==> src/rtl/escalonador_quantum.sv <==
// Round-robin quantum scheduler for two user processes plus the OS context.
// Emits a one-cycle dispatch code and a one-cycle return-to-OS pulse.
module escalonador_quantum #(
    parameter int NUM_PROC = 2
) (
    input  logic       clock,
    input  logic       reset,
    input  logic [4:0] quantum,
    input  logic       instr_retirada,
    input  logic       halt_usuario,
    input  logic       pedido_despacho,
    output logic       flag_faz_preempcao,
    output logic [1:0] jump_prog,
    output logic [1:0] processo_atual,
    output logic [4:0] contador_quantum,
    output logic [1:0] processos_vivos,
    output logic       todos_terminados
);

    typedef enum logic [1:0] {
        SO       = 2'd0,
        DESPACHO = 2'd1,
        USUARIO  = 2'd2,
        RETORNO  = 2'd3
    } estado_t;

    // Highest process id; starting from it makes the first dispatch pick P1.
    localparam logic [1:0] ULTIMO_INICIAL = NUM_PROC[1:0];

    estado_t    estado;
    logic [1:0] ultimo;
    logic [1:0] outro;
    logic [1:0] proximo;
    logic [1:0] vivos_apos_halt;

    function automatic logic [1:0] mascara(input logic [1:0] id);
        case (id)
            2'd1:    mascara = 2'b01;
            2'd2:    mascara = 2'b10;
            default: mascara = 2'b00;
        endcase
    endfunction

    // Round-robin pick: prefer the other process, fall back to the last one.
    always_comb begin
        outro           = (ultimo == 2'd1) ? 2'd2 : 2'd1;
        proximo         = 2'd0;
        vivos_apos_halt = processos_vivos & ~mascara(processo_atual);
        if ((processos_vivos & mascara(outro)) != 2'b00) begin
            proximo = outro;
        end else if ((processos_vivos & mascara(ultimo)) != 2'b00) begin
            proximo = ultimo;
        end else begin
            proximo = 2'd0;
        end
    end

    // Scheduler FSM with all outputs registered.
    always_ff @(posedge clock or posedge reset) begin
        if (reset) begin
            estado             <= SO;
            ultimo             <= ULTIMO_INICIAL;
            flag_faz_preempcao <= 1'b0;
            jump_prog          <= 2'd0;
            processo_atual     <= 2'd0;
            contador_quantum   <= 5'd0;
            processos_vivos    <= 2'b11;
            todos_terminados   <= 1'b0;
        end else begin
            case (estado)
                SO: begin
                    flag_faz_preempcao <= 1'b0;
                    if (pedido_despacho && (proximo != 2'd0)) begin
                        estado         <= DESPACHO;
                        jump_prog      <= proximo;
                        processo_atual <= proximo;
                        ultimo         <= proximo;
                    end else begin
                        jump_prog <= 2'd0;
                    end
                end
                DESPACHO: begin
                    jump_prog        <= 2'd0;
                    contador_quantum <= (quantum == 5'd0) ? 5'd1 : quantum;
                    estado           <= USUARIO;
                end
                USUARIO: begin
                    if (instr_retirada && (contador_quantum != 5'd0)) begin
                        contador_quantum <= contador_quantum - 5'd1;
                    end else begin
                        contador_quantum <= contador_quantum;
                    end
                    // HALT wins over expiry but both lead to a single return.
                    if (halt_usuario) begin
                        processos_vivos    <= vivos_apos_halt;
                        todos_terminados   <= (vivos_apos_halt == 2'b00);
                        flag_faz_preempcao <= 1'b1;
                        estado             <= RETORNO;
                    end else if (instr_retirada && (contador_quantum == 5'd1)) begin
                        flag_faz_preempcao <= 1'b1;
                        estado             <= RETORNO;
                    end else begin
                        flag_faz_preempcao <= 1'b0;
                    end
                end
                RETORNO: begin
                    flag_faz_preempcao <= 1'b0;
                    jump_prog          <= 2'd0;
                    processo_atual     <= 2'd0;
                    contador_quantum   <= 5'd0;
                    estado             <= SO;
                end
                default: begin
                    estado             <= SO;
                    flag_faz_preempcao <= 1'b0;
                    jump_prog          <= 2'd0;
                    processo_atual     <= 2'd0;
                    contador_quantum   <= 5'd0;
                end
            endcase
        end
    end

endmodule

==> config.mk <==
export PLATFORM = sky130hd
export DESIGN_NAME = escalonador_quantum
export DESIGN_NICKNAME = d
export VERILOG_FILES = /design/src/rtl/escalonador_quantum.sv
export SDC_FILE = /design/constraint.sdc
export NUM_CORES = 1
export LEC_CHECK = 0
export ABC_AREA = 0
export CAP_MARGIN = 20
export CORE_ASPECT_RATIO = 1.1
export CORE_MARGIN = 3
export CORE_UTILIZATION = 54
export DETAILED_ROUTE_END_ITERATION = 12
export PLACE_DENSITY = 0.83
export SLEW_MARGIN = 20
export SYNTH_ARGS = -nofsm -noshare
export SYNTH_HDL_FRONTEND = slang
export SYNTH_SLANG_ARGS = --single-unit
==> constraint.sdc <==
create_clock -name clock -period 5.2 [get_ports clock]
set_input_delay 0.52 -clock clock [delete_from_list [all_inputs] [get_ports clock]]
set_output_delay 0.52 -clock clock [all_outputs]
set_load 0.005 [all_outputs]
# After elaboration in Yosys (flattened, before gate mapping)
# Index checks and enable logic that the tools add are counted.
totals:
  input_bits: 10
  word_cells: 68
  out_inout_bits: 13
  register_bits: 17
classes:
  mux: 21
  reduce_logical: 21
  bitwise_logic: 4
  addsub: 1
  eq_ne: 13
op_table:
  columns: ["cell", "n"]
  rows:
  - ["case mux 2 bit (2 select lines)", 5]
  - ["2-to-1 mux 2 bit", 9]
  - ["case mux 5 bit (3 select lines)", 1]
  - ["nonzero test 2 bit", 6]
  - ["== test 2 bit, second input constant", 5]
  - ["2-to-1 mux 5 bit", 2]
  - ["AND reduction 2 bit", 5]
  - ["== test 2 x 1 -> 1 bit, second input constant", 4]
  - ["case mux 2 bit (4 select lines)", 1]
  - ["AND 2 bit", 3]
  - ["== test 5 x 1 -> 1 bit, second input constant", 1]
  - ["zero test 5 bit", 1]
  - ["nonzero test 5 bit", 1]
  - ["subtractor 5 x 1 -> 5 bit, second input constant", 1]
  - ["zero test 2 bit", 2]
  - ["!= test 2 bit, second input constant", 2]
  - ["OR reduction 2 bit", 2]
  - ["logical AND 1 bit", 3]
  - ["!= test 3 bit, second input constant", 1]
  - ["nonzero test 3 bit", 1]
  - ["2-to-1 mux 1 bit", 2]
  - ["inverter 2 bit", 1]
  - ["case mux 1 bit (2 select lines)", 1]

# Depth between registers and ports, before layout
logic_depth:
  depth_word: 15
  mapped_depth: 7
  ltp_nobuf: 6

# Least setup slack after synthesis
# No wires, ideal clock.
synth_path:
  path_kind: "flip-flop to flip-flop"
  from: "register estado[0]"
  to: "register contador_quantum[1]"
  path_slack_ns: 3.379
  arrival_time_ns: 1.717
  path_buffers: 1
  synth_period_minus_slack_ns: 1.821
  stages_incl_launch_ff: 7
  setup_time_ns: 0.104
  t_required_ns: 5.096
  path_cell_list: "dfrtp_1 > inv_1 > ha_1 > buf_6 > a311oi_4 > mux2_2 > a221oi_1"
synth_via:
  elab_chain_cells: 3
  word_cells_on_any_way: 7
  classes_between: "4 x eq/ne; 1 x mux; 2 x reduce/logical"
synth_rtl:
  columns: ["item", "line", "source"]
  rows:
  - ["from (decl)", "30", "estado_t estado;"]
  - ["from (signal assigned)", "61", "estado <= SO;"]
  - ["from (signal assigned)", "74", "estado <= DESPACHO;"]
  - ["from (signal assigned)", "85", "estado <= USUARIO;"]
  - ["== test 2 bit or == test 2 x 1 -> 1 bit (tied branches)", "70", "case (estado)"]
  - ["!= test 2 bit (no line) or nonzero test 3 bit (tied branches)", null, null]
  - ["AND reduction 2 bit (no line)", null, null]
  - ["to (signal assigned)", "84", "contador_quantum <= (quantum == 5'd0) ? 5'd1 : quantum;"]
  - ["to (signal assigned)", "89", "contador_quantum <= contador_quantum - 5'd1;"]
  - ["to (signal assigned)", "91", "contador_quantum <= contador_quantum;"]
  - ["to (decl)", "15", "output logic [4:0] contador_quantum,"]
# Parallel ways exist; a longest one is shown, timed or not.
# A chain may end at the register's enable or synchronous reset.

# Worst setup path after layout
# Same ends and word-level chain as after synthesis.

==> PnR_summary.wiki <==
{| class="wikitable"
! Metric !! Value
|-
| Register-to-Register Setup Slack || 3150 ps
|-
| GP Congestion || approximately 0.87
|-
| Cell type with the highest aggregate area in the netlist || sky130_fd_sc_hd__dfrtp_1
|-
| Number of flops mapped to enable cells by yosys || 0
|-
| Number of core rows || 16
|-
| Boundary pin count || 23
|-
| Vias in the first global route || 839
|-
| Largest cells by area after synthesis || sky130_fd_sc_hd__dfrtp_1 (32%), sky130_fd_sc_hd__ha_1 (11%), sky130_fd_sc_hd__dfstp_2 (7.2%), sky130_fd_sc_hd__o21ai_0 (5.0%), sky130_fd_sc_hd__inv_1 (3.4%)
|-
| Worst reg-to-reg path cell count || 5
|-
| Data required, critical path || ~5400 ps
|-
| IO Port Bufs || 22
|-
| Sequence of cells on the critical path || inv_1 > ha_1 > a311oi_4 > mux2_2 > a221oi_1
|-
| Post-DP HPWL || 1800 um
|-
| Syn Inst Count || 110
|-
| Crit-path leading delay family || compound AO/OA/AOI/OAI gates
|-
| Number of hold violations in the final report || 0
|-
| Number of clock sinks seen by CTS || 17
|-
| Post-CTS Hold Buffers || 0
|-
| Worst hold slack after final layout || 495 ps
|-
| Terminus of the critical flop-to-flop path || contador_quantum[1]$_DFFE_PP0P_
|-
| Number of detailed-route iterations in the first pass || 4
|-
| Worst supply voltage drop on vdd || 0.000119 V
|-
| Crit path largest cell delay || 440 ps
|-
| Post-route total power || 219 uW
|-
| Height of the die || around 53 um
|-
| Total grt overflow || 0
|-
| Worst-case hold path end point || todos_terminados$_DFFE_PP0P_
|-
| Aggregate negative setup slack || 0 ps
|-
| Type of the most critical hold path || flop to flop
|-
| Final number of setup-violating endpoints || 0
|-
| CTS tree || done
|-
| Mean instance size in the synthesized netlist || 9.93 um2
|-
| Post-cts resize count || 0
|-
| Achievable frequency || 487 MHz
|-
| Total detailed-routing wirelength || 2380 um
|-
| Startpoint of the most critical hold path || todos_terminados$_DFFE_PP0P_
|-
| WHS Path Cells || 2
|-
| Post-layout nets || 154
|-
| Pin slew with the least headroom to its limit || 662 ps
|-
| First-pass GRT wire length || 3850 um
|-
| Max Cap Violations || 0
|-
| Drt drc || 0
|-
| Average vias per placed instance || about 5.7
|-
| Area growth syn-to-layout || 24.1%
|-
| Unrepaired setup endpoints after global routing || no
|-
| Final routed wire length divided by cell count || 14.9 um
|-
| Initial antenna violation count || 0
|-
| Core Footprint || 1840 um2
|-
| Critical register-to-register path startpoint || estado[0]$_DFFE_PP0P_
|-
| Max Root-Sink Buffers || 2
|-
| Outcome || completed
|-
| Layout filler cell count || approximately 130
|-
| Die outline width || 48.9 um
|-
| Starting DRT DRC Count || 36
|-
| Clock edge transition at the registers on the reported setup and hold paths || 110 ps
|-
| Final Critical Period || 2050 ps
|-
| Layout Skew || 3.57 ps
|-
| Sequential-to-total area share from yosys stat || 39.3%
|-
| Post-CTS setup buffer count || 0
|-
| Number of levels in the clock H-tree || 1
|-
| Proportion of synthesized flip-flops having asynchronous set or reset || 100%
|-
| Worst setup path startpoint || estado[0]$_DFFE_PP0P_
|-
| Top-area cell type share of the netlist area || approximately 32%
|-
| Initial Util || roughly three fifths
|-
| Worst setup path class || flop to flop
|-
| Most common library cell in the layout ignoring fill and taps || sky130_fd_sc_hd__clkdlybuf4s50_1
|-
| Number of max-slew violations in the final report || 0
|-
| CP Buf/Inv Count || 1
|-
| FF/Latch Area || between 400 and 500 um2
|-
| Pwr per Cell Area || between 150 and 200 nW/um2
|-
| Antenna viol nets, final || 0
|-
| Commonest non-fill, non-tap cells in the layout || sky130_fd_sc_hd__clkdlybuf4s50_1 (22), sky130_fd_sc_hd__dfrtp_1 (14), sky130_fd_sc_hd__o21ai_0 (11)
|-
| Period utilization || 39.5%
|-
| Worst skew pair latency || 300 ps
|-
| Standby leakage power || just under 0.0006 uW
|-
| Area of the die || 2600 um2
|-
| Element type at the critical path start || flop
|-
| Syn Std Cell Area || 1090 um2
|-
| Via count of the routed design || 909
|-
| Arrival time at the worst endpoint || 2250 ps
|-
| Multi-input gate area in the final layout || a little over 600 um2
|-
| Crit. End Element || flop
|-
| Dominant register cell in the synthesized netlist || sky130_fd_sc_hd__dfrtp_1
|-
| Net Count, Synth || 130
|-
| Number of warning messages in the yosys log || 0
|-
| Max-slew headroom || 55.8%
|-
| Share of layout cells above drive strength 1 || 12.8%
|-
| All-layer global routing usage || 19.6%
|-
| Maximum number of pins on one net before global-route repair || 18
|-
| Root Buffer || sky130_fd_sc_hd__clkbuf_4
|-
| Synth cell types || 41
|-
| Cell type of the slowest stage on the worst timing path || sky130_fd_sc_hd__dfrtp_1
|-
| Final antenna diode count || 0
|-
| Share of the core filled with cells || 73.6%
|-
| Number of buffers created by CTS || 3
|-
| Number of flip-flops and latches in the synthesized netlist || 17
|-
| Maximum fanout count along the critical path || 10
|}
-- cells by family after synthesis --
| group | count (synthesis) | share of synthesized area (%) |
|---|---|---|
| compound gates | 34 | 24.7 |
| simple gates | 32 | 15.7 |
| flops | 17 | 39.3 |
| buf+inv | 13 | 5.15 |
| fa+ha+maj | 10 | 11.5 |
| xor+xnor | 2 | 1.60 |
| mux | 2 | 2.06 |
-- worst reg2reg max path, stage by stage (launching register included) --
cell and delay (ps):
sky130_fd_sc_hd__dfrtp_1 440, sky130_fd_sc_hd__inv_1 120, sky130_fd_sc_hd__ha_1 380, sky130_fd_sc_hd__a311oi_4 410, sky130_fd_sc_hd__mux2_2 370, sky130_fd_sc_hd__a221oi_1 240
-- cell type report --
class / count / share of cell area (%)
inverters: 10 / 2.77
repair buffers: 22 / 16.3
flip-flops and latches: 17 / 31.7
clock inverters: 1 / 0.369
well taps: 27 / 2.49
multi-input cells: 80 / 44.8
clock buffers: 3 / 1.66
-- registers in the layout (all words and copies together), names as in the netlist --
register,count
processo_atual,2
processos_vivos,2
jump_prog,2
todos_terminados,1
flag_faz_preempcao,1
estado,2
contador_quantum,5
ultimo,2
-- Yosys cell counts, types with 2 or more instances --
| master | n |
|---|---|
| sky130_fd_sc_hd__a31oi_1 | 2 |
| sky130_fd_sc_hd__o21a_1 | 3 |
| sky130_fd_sc_hd__dfstp_2 | 3 |
| sky130_fd_sc_hd__nor3_1 | 2 |
| sky130_fd_sc_hd__nand2_1 | 10 |
| sky130_fd_sc_hd__nand3_1 | 2 |
| sky130_fd_sc_hd__nor2_1 | 5 |
| sky130_fd_sc_hd__inv_1 | 10 |
| sky130_fd_sc_hd__a41oi_1 | 2 |
| sky130_fd_sc_hd__nand2b_1 | 3 |
| sky130_fd_sc_hd__mux2_2 | 2 |
| sky130_fd_sc_hd__ha_1 | 10 |
| sky130_fd_sc_hd__dfrtp_1 | 14 |
| sky130_fd_sc_hd__o21ai_0 | 11 |
| sky130_fd_sc_hd__nor2b_1 | 2 |
| sky130_fd_sc_hd__a21oi_1 | 3 |
| sky130_fd_sc_hd__nor3b_1 | 2 |
-- per-layer routing --
metal  GRT usage (%)  part of all wire [%]  vias to the layer above
met1            25.4                    46                      441
met2            33.0                    49                       26
met3            2.54                   4.5                        2
met4            8.53                  0.55                        0
li1                -                     -                      440
met5               0                     0                        -
-- worst max-delay path by stage --
stage                                            to  cells past startpoint  slack, ps
finish              contador_quantum[1]$_DFFE_PP0P_                      5       3150
global route        contador_quantum[1]$_DFFE_PP0P_                      5       3040
CTS                 contador_quantum[1]$_DFFE_PP0P_                      5       3150
detailed placement  contador_quantum[1]$_DFFE_PP0P_                      5       3060
global placement    contador_quantum[1]$_DFFE_PP0P_                      5       3100
floorplan           contador_quantum[1]$_DFFE_PP0P_                      6       3380
-- per-stage QoR --
step	area [um2]	instances	setup WS (ps)
floorplan	1090	110	3380
global placement	1330	156	3100
detailed placement	1330	156	3060
CTS	1360	160	3150
global route	1360	160	3040
finish	1360	160	3150
-- where the power goes --
group	internal (uW)	leakage (uW)	switching, uW	total, uW
clock network	28.7	0.0000177	45.1	73.7
logic	7.21	0.000350	6.16	13.4
registers	132	0.000211	0.0000000000000658	132
(Power assumes the default switching activity.)
==> RTL change 1 (config.mk and constraints unchanged) <==
Register the output `jump_prog` once more, cleared by the reset; this adds one clock of latency there. The other outputs are not delayed to match.
--- a/src/rtl/escalonador_quantum.sv
+++ b/src/rtl/escalonador_quantum.sv
@@ -26,6 +26,8 @@
 
     // Highest process id; starting from it makes the first dispatch pick P1.
     localparam logic [1:0] ULTIMO_INICIAL = NUM_PROC[1:0];
+
+    logic [1:0] jump_prog_s0;
 
     estado_t    estado;
     logic [1:0] ultimo;
@@ -61,7 +63,7 @@
             estado             <= SO;
             ultimo             <= ULTIMO_INICIAL;
             flag_faz_preempcao <= 1'b0;
-            jump_prog          <= 2'd0;
+            jump_prog_s0       <= 2'd0;
             processo_atual     <= 2'd0;
             contador_quantum   <= 5'd0;
             processos_vivos    <= 2'b11;
@@ -72,15 +74,15 @@
                     flag_faz_preempcao <= 1'b0;
                     if (pedido_despacho && (proximo != 2'd0)) begin
                         estado         <= DESPACHO;
-                        jump_prog      <= proximo;
+                        jump_prog_s0   <= proximo;
                         processo_atual <= proximo;
                         ultimo         <= proximo;
                     end else begin
-                        jump_prog <= 2'd0;
+                        jump_prog_s0 <= 2'd0;
                     end
                 end
                 DESPACHO: begin
-                    jump_prog        <= 2'd0;
+                    jump_prog_s0     <= 2'd0;
                     contador_quantum <= (quantum == 5'd0) ? 5'd1 : quantum;
                     estado           <= USUARIO;
                 end
@@ -105,7 +107,7 @@
                 end
                 RETORNO: begin
                     flag_faz_preempcao <= 1'b0;
-                    jump_prog          <= 2'd0;
+                    jump_prog_s0       <= 2'd0;
                     processo_atual     <= 2'd0;
                     contador_quantum   <= 5'd0;
                     estado             <= SO;
@@ -113,7 +115,7 @@
                 default: begin
                     estado             <= SO;
                     flag_faz_preempcao <= 1'b0;
-                    jump_prog          <= 2'd0;
+                    jump_prog_s0       <= 2'd0;
                     processo_atual     <= 2'd0;
                     contador_quantum   <= 5'd0;
                 end
@@ -121,5 +123,13 @@
         end
     end
 
+    always_ff @(posedge clock or posedge reset) begin
+        if (reset) begin
+            jump_prog <= '0;
+        end else begin
+            jump_prog <= jump_prog_s0;
+        end
+    end
+
 endmodule
 
Check against the original RTL: not equivalent (a bounded check fails within 4 cycles, from zero or initial values and one cycle with reset high).
==> RTL change 1 against the original RTL <==
First-iteration DRC count fell by 36%. Count of clock-buffer cells in the layout unchanged. Largest power group unchanged. Final area increased by 2.8%. Largest cell class unchanged. Routed wire length increased by 1.6%. Worst setup slack improved by 0.074 ns. Total power increased by 8.1%. Sequential cell count up 2. Highest routed layer unchanged. Area after synthesis up 2.5%.
==> RTL change 1: results (changes against the original RTL) <==
\begin{tabular}{lr}
\hline
Metric & Value \\
\hline
\multicolumn{2}{l}{\textbf{Setup path}} \\
\quad Critical-path top delay cell & dfstp\_2 \\
\quad Crit path largest cell delay & 0.64 ns (+0.20 ns) \\
\quad Critical path data arrival time & 1.46 ns (-0.79 ns) \\
\quad Critical path fanouts, max & 9 (-1) \\
\multicolumn{2}{l}{\textbf{Power and ir drop}} \\
\quad Power in combinational cells & 0.0146 mW (+9\%) \\
\quad Part of the total power dissipated in sequential elements & 0.623 (+0.020) \\
\quad Leakage component of the power & 0.598 nW (+3.3\%) \\
\quad Sw Share & 0.224 (-0.00901) \\
\quad Power Internal & 0.184 mW (+9.4\%) \\
\quad Max rail drop VDD & 0.000123 V (+3.1\%) \\
\multicolumn{2}{l}{\textbf{Finish}} \\
\quad Share of cells above drive strength 1 & 0.0935 (-0.0343) \\
\quad Multi-input combinational cell count & 87 (+8.8\%) \\
\quad Synth-to-layout area growth & 24.4\% \\
\quad Inverters & 7 (-3) \\
\quad Register share of the cell area & 0.344 (+0.0274) \\
\quad Filler cells & 138 (+4.5\%) \\
\quad Share of cell area taken by multi-input logic gates & 0.435 (-0.0130) \\
\quad NonClk Buf Share & 0.158 (-0.00438) \\
\multicolumn{2}{l}{\textbf{Placement}} \\
\quad Detailed placement HPWL & 1910 um (+5.8\%) \\
\quad Placed Area & 0.00137 mm2 (+2.8\%) \\
\quad Post-Place Cells & 162 (+3.8\%) \\
\quad Placer Congestion & 0.797 (-8.4\%) \\
\multicolumn{2}{l}{\textbf{Routing}} \\
\quad Post-detailed-routing wire length & 2420 um (+1.6\%) \\
\quad Violation count after the first detailed-route iteration & 23 (-36\%) \\
\quad Drt via density & 5.69 (+0.20\%) \\
\multicolumn{2}{l}{\textbf{Logic synthesis}} \\
\quad Gate Count Post-Synth & 115 (+4.5\%) \\
\quad Commonest cells in the netlist & dfrtp\_1, nand2\_1, ha\_1, o21ai\_0, nor2\_1 \\
\quad Number of distinct library cell variants in the gate-level netlist after synthesis & 39 (-4.9\%) \\
\quad Post-Synth Adder-Cell Area & 0.112 (-0.00282) \\
\quad Synth Net Count & 135 (+3.8\%) \\
\quad Parity-gate share of the synthesized area counting xor and xnor cells & 0.00782 (-0.00822) \\
\multicolumn{2}{l}{\textbf{Global routing}} \\
\quad Maximum number of pins on one net before global-route repair & 20 (+2) \\
\quad Total global routing track utilization & 0.198 (+0.00189) \\
\multicolumn{2}{l}{\textbf{Outcome}} \\
\quad Status & finished clean \\
\multicolumn{2}{l}{\textbf{STA}} \\
\quad Slew headroom & 0.539 (-0.0193) \\
\hline
\end{tabular}
==> RTL change 1: worst paths after layout <==
| path | start | to | slack [ns] | cells after the start |
|---|---|---|---|---|
| max | processos_vivos[0]$_DFFE_PP1P_ | processos_vivos[0] | 3.22 | 1 |
| min in group asynchronous | reset | contador_quantum[4]$_DFFE_PP0P_ | 0.62 | 2 |
| min | jump_prog_s0[1]$_DFFE_PP0P_ | jump_prog[1]$_DFF_PP0_ | 0.40 | 0 |
| max reg2reg | estado[1]$_DFFE_PP0P_ | estado[1]$_DFFE_PP0P_ | 3.34 | 6 |
| min reg2reg | jump_prog_s0[1]$_DFFE_PP0P_ | jump_prog[1]$_DFF_PP0_ | 0.40 | 0 |
| max in group asynchronous | reset | contador_quantum[0]$_DFFE_PP0P_ | 4.14 | 2 |
==> RTL change 1: layer usage <==
layer,GRT usage,part of all wire
met5,0,0
met4,0.106,0.0095
met3,0.0360,0.043
met2,0.359,0.52
met1,0.225,0.43
==> RTL change 2 (same flow settings) <==
Made on the original files. The 4 values of `estado_t` get a one-hot encoding in 4 bits.
--- a/src/rtl/escalonador_quantum.sv
+++ b/src/rtl/escalonador_quantum.sv
@@ -17,11 +17,11 @@
     output logic       todos_terminados
 );
 
-    typedef enum logic [1:0] {
-        SO       = 2'd0,
-        DESPACHO = 2'd1,
-        USUARIO  = 2'd2,
-        RETORNO  = 2'd3
+    typedef enum logic [3:0] {
+        SO       = 4'b0001,
+        DESPACHO = 4'b0010,
+        USUARIO  = 4'b0100,
+        RETORNO  = 4'b1000
     } estado_t;
 
     // Highest process id; starting from it makes the first dispatch pick P1.
Formal check against the unedited RTL: same outputs for any inputs over 10 cycles, from zero or initial values and one cycle with reset high; not proved beyond that.
==> RTL change 2 against the original RTL <==
Synthesized cell count decreased by 13%. Worst setup slack improved by 0.079 ns. Area after synthesis decreased by 7.3%. Via count decreased by 5.7%. Hold slack improved by 0.0036 ns. Sequential cell count increased by 2. Final area decreased by 5.8%. Routed wire length decreased by 4.7%.
Power is left out: it rests on default switching activity, and per cell area and clock period it moved more than threefold.
==> RTL change 2: results (changes against the original RTL) <==
\begin{tabular}{lr}
\hline
Metric & Value \\
\hline
\multicolumn{2}{l}{\textbf{Outcome}} \\
\quad Status & finished clean \\
\multicolumn{2}{l}{\textbf{Logic synthesis}} \\
\quad Commonest cells in the netlist & dfrtp\_1, nand2\_1, o21ai\_0 \\
\quad Dominant cells by area after synthesis & dfrtp\_1, dfstp\_2, nand2\_1, nor4b\_4, o21ai\_0 \\
\quad Total of warnings raised by yosys & 0 (unchanged) \\
\quad Number of storage elements in the synthesis netlist & 19 (+2) \\
\quad Number of distinct library cell variants in the gate-level netlist after synthesis & 36 (-12\%) \\
\quad Synth Net Count & 109 (-16\%) \\
\quad Share of the yosys chip area belonging to registers & 0.475 (+0.0818) \\
\multicolumn{2}{l}{\textbf{Routing}} \\
\quad Wire length on met3 & 113 um (+4.6\%) \\
\quad Met1 WL & 984 um (-10\%) \\
\quad Violation count after the first detailed-route iteration & 17 (-53\%) \\
\quad Post-detailed-routing wire length & 2270 um (-4.7\%) \\
\quad Drt via density & 6.21 (+9.3\%) \\
\quad Met2 Wirelength & 1110 um (-4.1\%) \\
\multicolumn{2}{l}{\textbf{Finish}} \\
\quad Filler cells & 124 (-6.1\%) \\
\quad Share of cells above drive strength 1 & 0.124 (-0.00385) \\
\quad Net count reported at finish & 135 (-12\%) \\
\multicolumn{2}{l}{\textbf{Placement}} \\
\quad Detailed placement HPWL & 1670 um (-7.4\%) \\
\quad Placer Congestion & 0.849 (-2.5\%) \\
\quad Worst setup timing slack at the placement stage & 3.16 ns (+0.103 ns) \\
\multicolumn{2}{l}{\textbf{Global routing}} \\
\quad Maximum number of pins on one net before global-route repair & 20 (+2) \\
\quad Total global routing track utilization & 0.221 (+0.0250) \\
\quad Global-route wire length before repair & 3800 um (-1.4\%) \\
\multicolumn{2}{l}{\textbf{Setup path}} \\
\quad Critical path data arrival time & 1.45 ns (-0.80 ns) \\
\quad Critical-path top delay cell & dfstp\_2 \\
\quad Depth of the worst register-to-register path & 4 (-1) \\
\quad Crit path largest cell delay & 0.63 ns (+0.19 ns) \\
\multicolumn{2}{l}{\textbf{Clocking}} \\
\quad Post-CTS setup buffers & 0 (unchanged) \\
\multicolumn{2}{l}{\textbf{STA}} \\
\quad Clk\_skew & 0.00268 ns (-0.000896 ns) \\
\quad Slew headroom & 0.483 (-0.0750) \\
\multicolumn{2}{l}{\textbf{Min path}} \\
\quad Worst hold path cell count & 1 (-1) \\
\hline
\end{tabular}
-- RTL change 2: changes by cell type in the layout (fill, tap and decap cells not counted), sizes merged, moves of 2 or more --
cell    delta
a221oi     -2
nor2       +2
o21ai      -3
inv        -4
o22ai      +2
ha         -7
a41oi      -2
nor4b      +3
o32a       -2
nand2      +3
o21a       -2
-- RTL change 2: final cells by class --
type                    instances  share of cell area
flip-flops and latches         19               0.376
multi-input cells              70               0.395
clock inverters                 1             0.00392
clock buffers                   3              0.0176
repair buffers                 22               0.173
well taps                      17              0.0167
inverters                       6              0.0176
-- RTL change 2: stage by stage --
| stage | cells | cell area, um2 |
|---|---|---|
| after floorplan | 96 | 1010 |
| after global placement | 134 | 1250 |
| after detailed placement | 134 | 1250 |
| after CTS | 138 | 1280 |
| after global routing | 138 | 1280 |
| final | 138 | 1280 |
-- RTL change 2: worst paths after layout --
path                                           startpoint                        endpoint  slack [ns]
setup / recovery           processos_vivos[1]$_DFFE_PP1P_              processos_vivos[1]        3.23
hold / removal             flag_faz_preempcao$_DFFE_PP0N_  flag_faz_preempcao$_DFFE_PP0N_        0.50
setup reg to reg                    estado[0]$_DFFE_PP1P_   processo_atual[0]$_DFFE_PP0P_        3.35
hold reg to reg            flag_faz_preempcao$_DFFE_PP0N_  flag_faz_preempcao$_DFFE_PP0N_        0.50
max in group asynchronous                           reset           ultimo[0]$_DFFE_PP0P_        4.16
min in group asynchronous                           reset  flag_faz_preempcao$_DFFE_PP0N_        0.60
-- RTL change 2: logic make-up (layout without fill, tap and decap cells) --
group | after synthesis | count (layout) | share of synthesized area
AND/OR/NAND/NOR | 35 | 35 | 0.216
AO/OA/AOI/OAI | 29 | 29 | 0.211
adder cells (fa/ha/maj) | 3 | 3 | 0.0371
multiplexers | 2 | 2 | 0.0247
buffers and inverters | 7 | 32 | 0.0272
XOR/XNOR | 1 | 1 | 0.00865
flip-flops | 19 | 19 | 0.475
-- RTL change 2: routing by layer --
| metal | track usage | vias up |
|---|---|---|
| met3 | 0.0458 | 8 |
| li1 | - | 401 |
| met4 | 0.124 | 0 |
| met2 | 0.326 | 33 |
| met5 | 0 | - |
| met1 | 0.291 | 415 |
